--- config.mk ---
export PLATFORM = sky130hd
export DESIGN_NAME = alu_wb_stage
export DESIGN_NICKNAME = d
export VERILOG_FILES = /design/src/rtl/alu_pkg.sv /design/src/rtl/wb_skid_fifo.sv /design/src/rtl/alu_wb_stage.sv
export SDC_FILE = /design/constraint.sdc
export NUM_CORES = 1
export LEC_CHECK = 0
export ABC_AREA = 1
export BUFFER_PORTS_ARGS = -buffer_cell sky130_fd_sc_hd__buf_2
export CELL_PAD_IN_SITES_DETAIL_PLACEMENT = 1
export CELL_PAD_IN_SITES_GLOBAL_PLACEMENT = 1
export CORE_MARGIN = 5
export CORE_UTILIZATION = 40
export DETAILED_ROUTE_END_ITERATION = 8
export GPL_TIMING_DRIVEN = 1
export PLACE_DENSITY_LB_ADDON = 0.1
export SYNTH_ARGS = -nofsm -noshare
export SYNTH_HDL_FRONTEND = slang
export SYNTH_SLANG_ARGS = --single-unit
--- constraint.sdc ---
create_clock -name clk -period 1.9 [get_ports clk]
set_input_delay 0.285 -clock clk [delete_from_list [all_inputs] [get_ports clk]]
set_output_delay 0.285 -clock clk [all_outputs]
set_load 0.02 [all_outputs]
--- src/rtl/alu_pkg.sv ---
// Shared constants, ALU opcode encodings and the writeback entry layout
// for the execute/writeback boundary.
package alu_pkg;

  localparam int unsigned DATA_W = 32;
  localparam int unsigned RD_W   = 5;

  typedef enum logic [3:0] {
    OP_ADD = 4'b0000,
    OP_SUB = 4'b0001,
    OP_AND = 4'b0010,
    OP_OR  = 4'b0011,
    OP_XOR = 4'b0100,
    OP_NOT = 4'b0101,
    OP_SLA = 4'b0110,
    OP_SRA = 4'b0111,
    OP_SRL = 4'b1000
  } alu_op_e;

  typedef struct packed {
    logic [DATA_W-1:0] res;
    logic              zero;
    logic              carry;
    logic [RD_W-1:0]   rd;
    logic              wr_en;
    logic              set_flags;
  } wb_entry_t;

endpackage

--- src/rtl/wb_skid_fifo.sv ---
// Two-entry skid buffer between the ALU and writeback, with valid/ready on
// both sides; exposes per-entry destination info for hazard detection.
module wb_skid_fifo
  import alu_pkg::*;
#(
  parameter int unsigned DEPTH = 2
) (
  input  logic                 clk_i,
  input  logic                 rst_ni,
  input  logic                 flush_i,
  input  logic                 in_valid_i,
  output logic                 in_ready_o,
  input  wb_entry_t            in_entry_i,
  output logic                 out_valid_o,
  input  logic                 out_ready_i,
  output wb_entry_t            head_o,
  output logic                 pop_o,
  output logic [1:0]           ent_wr_o,
  output logic [1:0][RD_W-1:0] ent_rd_o
);

  logic [1:0] count_q, count_d;
  logic       head_q, head_d;
  logic       tail_q, tail_d;
  wb_entry_t  mem_q [2];
  logic       push;
  logic [1:0] ent_vld;

  assign in_ready_o  = (count_q < 2'(DEPTH));
  assign out_valid_o = (count_q != 2'd0);

  // Flush suppresses both handshakes, so neither the storage nor the
  // flag logic downstream sees a transfer on that edge.
  assign push  = in_valid_i & in_ready_o & ~flush_i;
  assign pop_o = out_valid_o & out_ready_i & ~flush_i;

  assign head_o = mem_q[head_q];

  always_comb begin
    count_d = count_q;
    head_d  = head_q;
    tail_d  = tail_q;
    if (flush_i) begin
      count_d = '0;
      head_d  = 1'b0;
      tail_d  = 1'b0;
    end else begin
      if (push)  tail_d = ~tail_q;
      if (pop_o) head_d = ~head_q;
      count_d = count_q + {1'b0, push} - {1'b0, pop_o};
    end
  end

  always_ff @(posedge clk_i or negedge rst_ni) begin
    if (!rst_ni) begin
      count_q  <= '0;
      head_q   <= 1'b0;
      tail_q   <= 1'b0;
      mem_q[0] <= '0;
      mem_q[1] <= '0;
    end else begin
      count_q <= count_d;
      head_q  <= head_d;
      tail_q  <= tail_d;
      if (push) mem_q[tail_q] <= in_entry_i;
    end
  end

  assign ent_vld[0] = (count_q == 2'd2) | ((count_q == 2'd1) & ~head_q);
  assign ent_vld[1] = (count_q == 2'd2) | ((count_q == 2'd1) &  head_q);

  always_comb begin
    for (int unsigned i = 0; i < 2; i++) begin
      ent_wr_o[i] = ent_vld[i] & mem_q[i].wr_en;
      ent_rd_o[i] = mem_q[i].rd;
    end
  end

endmodule

--- src/rtl/alu_wb_stage.sv ---
// Execute-to-writeback stage: buffers ALU results, gates r0 writes,
// commits Z/C flags in retire order and reports RAW hazards to decode.
module alu_wb_stage #(
  parameter int unsigned DATA_W = 32,
  parameter int unsigned RD_W   = 5,
  parameter int unsigned DEPTH  = 2
) (
  input  logic              clk,
  input  logic              rst_n,
  input  logic              flush,
  input  logic              in_valid,
  output logic              in_ready,
  input  logic [DATA_W-1:0] in_res,
  input  logic              in_zero,
  input  logic              in_carry,
  input  logic [RD_W-1:0]   in_rd,
  input  logic              in_wr_en,
  input  logic              in_set_flags,
  output logic              out_valid,
  input  logic              out_ready,
  output logic [DATA_W-1:0] out_data,
  output logic [RD_W-1:0]   out_rd,
  output logic              out_wr_en,
  output logic              flag_z,
  output logic              flag_c,
  input  logic [RD_W-1:0]   chk_rs1,
  input  logic [RD_W-1:0]   chk_rs2,
  output logic              hazard
);

  import alu_pkg::*;

  wb_entry_t            in_entry;
  wb_entry_t            head;
  logic                 pop;
  logic [1:0]           ent_wr;
  logic [1:0][RD_W-1:0] ent_rd;
  logic                 flag_z_q, flag_c_q;

  assign in_entry = '{res: in_res, zero: in_zero, carry: in_carry, rd: in_rd,
                      wr_en: in_wr_en, set_flags: in_set_flags};

  wb_skid_fifo #(
    .DEPTH (DEPTH)
  ) u_fifo (
    .clk_i       (clk),
    .rst_ni      (rst_n),
    .flush_i     (flush),
    .in_valid_i  (in_valid),
    .in_ready_o  (in_ready),
    .in_entry_i  (in_entry),
    .out_valid_o (out_valid),
    .out_ready_i (out_ready),
    .head_o      (head),
    .pop_o       (pop),
    .ent_wr_o    (ent_wr),
    .ent_rd_o    (ent_rd)
  );

  assign out_data  = out_valid ? head.res : '0;
  assign out_rd    = out_valid ? head.rd  : '0;
  assign out_wr_en = out_valid & head.wr_en & (head.rd != '0);

  always_ff @(posedge clk or negedge rst_n) begin
    if (!rst_n) begin
      flag_z_q <= 1'b0;
      flag_c_q <= 1'b0;
    end else if (pop && head.set_flags) begin
      flag_z_q <= head.zero;
      flag_c_q <= head.carry;
    end
  end

  assign flag_z = flag_z_q;
  assign flag_c = flag_c_q;

  // r0 writes never produce a hazard since the register reads as zero.
  always_comb begin
    hazard = 1'b0;
    for (int unsigned i = 0; i < 2; i++) begin
      if (ent_wr[i] && (ent_rd[i] != '0) &&
          ((ent_rd[i] == chk_rs1) || (ent_rd[i] == chk_rs2)))
        hazard = 1'b1;
    end
  end

endmodule

==> flow_summary.toml <==
[synthesis]
synth_nets = 634
ys_ff_latch = 88
synth_top_cell_by_area = "dfrtp_1"
synth_cells = 576
ys.warnings.count = 0
syn_area_mm2 = 0.00453
yosysUniqueCellTypes = 24
yosysTopAreaCellShare_pct = 48.6
seq_area_frac_synth_pct = 48.6
ys_top_cells_by_area = "dfrtp_1 (49%), nand2_1 (17%), o21ai_2 (6.2%)"
avgSynthCellArea_um2 = 7.86

[grt]
grt_util_all_layers_pct = 19.9
antenna_found_initial = 0
grt_pass1_vias = 4337
grt_pass1_wl_um = 21100
grt_max_degree = 42
grt-ovfl-total = 0

[critical_path]
cp-end-kind = "output port"
arrival_ns = 1.57
startpoint_type = "register"
cp_slowest_cell = "dfrtp_2"
path_class = "register to output port"
slowest_delay_ns = 0.45
critical_path.top_delay_family = "flip-flops"
critPathMaxFanout = 13
cp_data_required_time_ns = 1.62
path_cells = "buf_6 -> nand2_1 -> o21a_1 -> nor2_1 -> a31oi_1 -> buf_4"
worst-path-buf-inv = 2

[routing]
drtIter0Drc = 176
wl_per_cell_um = 15.1
drc = 0
vias = 3957
drtAntennaViolNets = 0
via_per_inst = 4.85
drt_wl_total_um = 12300
dr.pass1.iters = 4

[cells_and_area]
mostFrequentLayoutCell = "nand2_1"
insertedDiodeCount = 0
final_nets = 731
drive_above_1_share_pct = 25.7
nFillCells = 1416
stdcell_count = 816
final_core_util_pct = 50.4
syn_to_final_growth_pct = 22.3
layout_common_cells = "nand2_1 (211), buf_2 (94), dfrtp_1 (83)"

[clock_network]
worstSkewPairLatency_ns = 0.33
cts.clk_slew.worst_paths_ns = 0.06
clock_sinks = 88
cts_made_buffers = 9
clockBufferDepth = 2
root_buffer = "clkbuf_16"
cts_max_level = 3
cts_tree = "built"

[sta]
slew_headroom_pct = 62.4
whs_ns = 0.206
finalCritPeriodShare_pct = 97.8
fin_ws_ns = 0.0417
slew_violations = 0
setup_viol = 0
fin_crit_ns = 1.86
rsz0062_at_grt = "yes"
hold_violations = 0
tightest_slew_ns = 0.564
max_clock_freq_ghz = 0.538
clock_skew_ns = 0.00591

[die]
die_area_mm2 = 0.0136
coreArea_mm2 = 0.0110
pin_count = 99
initial_core_util_pct = 41.2
die_w_um = 116
die_y_um = 116
std_cell_rows = 38

[power]
power.density_mw_per_mm2 = 1290
p_leak_nw = 2.99
total_power_mw = 7.15
irDropWorstVdd_v = 0.000490

[place]
dpl.hpwl_um = 9010
dp_slack_ns = 0.205
place.port_buffers = 98
gp_congestion = 0.829
post-place-cells = 800

[status]
status = "complete, no violations"

[run]
drv_cap = 0

[worst_hold_path]
hold_class = "input port to register"
[cell families after synthesis]
| family | count (synthesis) | share of synthesized area [%] |
|---|---|---|
| flops | 88 | 48.6 |
| simple gates | 247 | 21.5 |
| fa+ha+maj | 2 | 0.552 |
| buf+inv | 101 | 10.5 |
| xor+xnor | 6 | 1.16 |
| mux | 2 | 0.442 |
| compound gates | 130 | 17.2 |
[area by class of cell]
| type | count | area, µm² | area share, % |
|---|---|---|---|
| Sequential cell | 88 | 2210 | 39.9 |
| Multi-Input combinational cell | 387 | 1870 | 33.8 |
| Timing Repair Buffer | 115 | 728 | 13.1 |
| Inverter | 72 | 275 | 4.97 |
| Clock buffer | 13 | 250 | 4.52 |
| Tap cell | 140 | 175 | 3.16 |
| Clock inverter | 1 | 30.0 | 0.542 |
[worst register-to-register path, cell delays in order (launching register included)]
cell,delay [ns]
dfrtp_2,0.45
nor2_4,0.16
inv_2,0.05
nand2_1,0.09
nor2_1,0.07
ha_1,0.28
inv_1,0.04
ha_1,0.18
o21ai_0,0.20
a21oi_1,0.07
[flip-flops by register name, summed over array words and instances, names as in the netlist]
register and flops:
flag_c 1, flag_z 1, u_fifo.count_q 2, u_fifo.ent_rd_o 10, u_fifo.head_q 1, u_fifo.mem_q 72
u_fifo.tail_q 1
[worst paths after layout]
check | start | end | slack [ns] | cells after the start
setup / recovery | u_fifo.head_q | out_wr_en | 0.04 | 6
hold / removal | in_res[19] | u_fifo.mem_q[69] | 0.21 | 3
setup reg to reg | u_fifo.count_q[1] | u_fifo.count_q[1] | 0.20 | 9
hold reg to reg | u_fifo.mem_q[11] | u_fifo.mem_q[11] | 0.48 | 2
max in group asynchronous | rst_n | u_fifo.mem_q[65] | 0.86 | 3
min in group asynchronous | rst_n | u_fifo.ent_rd_o[9] | 0.49 | 2
[synthesized netlist by cell type]
cell      instances
clkbuf_2          4
a21oi_1          35
nand3_1           6
nor2_1           24
nor2_8            1
a31oi_1           1
nand2_4           3
xnor2_1           4
nor3_1            2
clkbuf_1          3
buf_2            11
mux2i_1           2
dfrtp_1          88
buf_4             1
o21a_1            2
inv_1            69
buf_6            10
o21ai_2          32
inv_2             3
o21ai_1           6
ha_1              2
xor2_1            2
nand2_1         211
o21ai_0          54
[per-layer routing]
metal	track usage (%)	part of all wire, %	wire (µm)
met5	0	0	0
met4	4.33	1.0	124
met3	4.35	4.5	555
met2	33.6	48	5920
met1	26.3	46	5710
[timing repair]
action,4_1_cts,5_1_grt
pin swaps,0,2
setup buffers,1,0
hold buffers,1,0
gates resized for setup,9,14
hold endpoints to repair,38,0
setup endpoints to repair,29,29
[stage by stage]
stage / TNS, ns / area (µm²)
final: 0 / 5540
after global routing: -0.270 / 5540
after CTS: 0 / 5510
after detailed placement: 0 / 5190
after global placement: 0 / 5190
after floorplan: 0 / 4530
[power breakdown]
part           internal, mW  total [mW]  switching, mW
clock                  1.04        1.73          0.685
sequential             2.54        3.03          0.487
combinational         0.920        2.40           1.48
(Power assumes the default switching activity.)
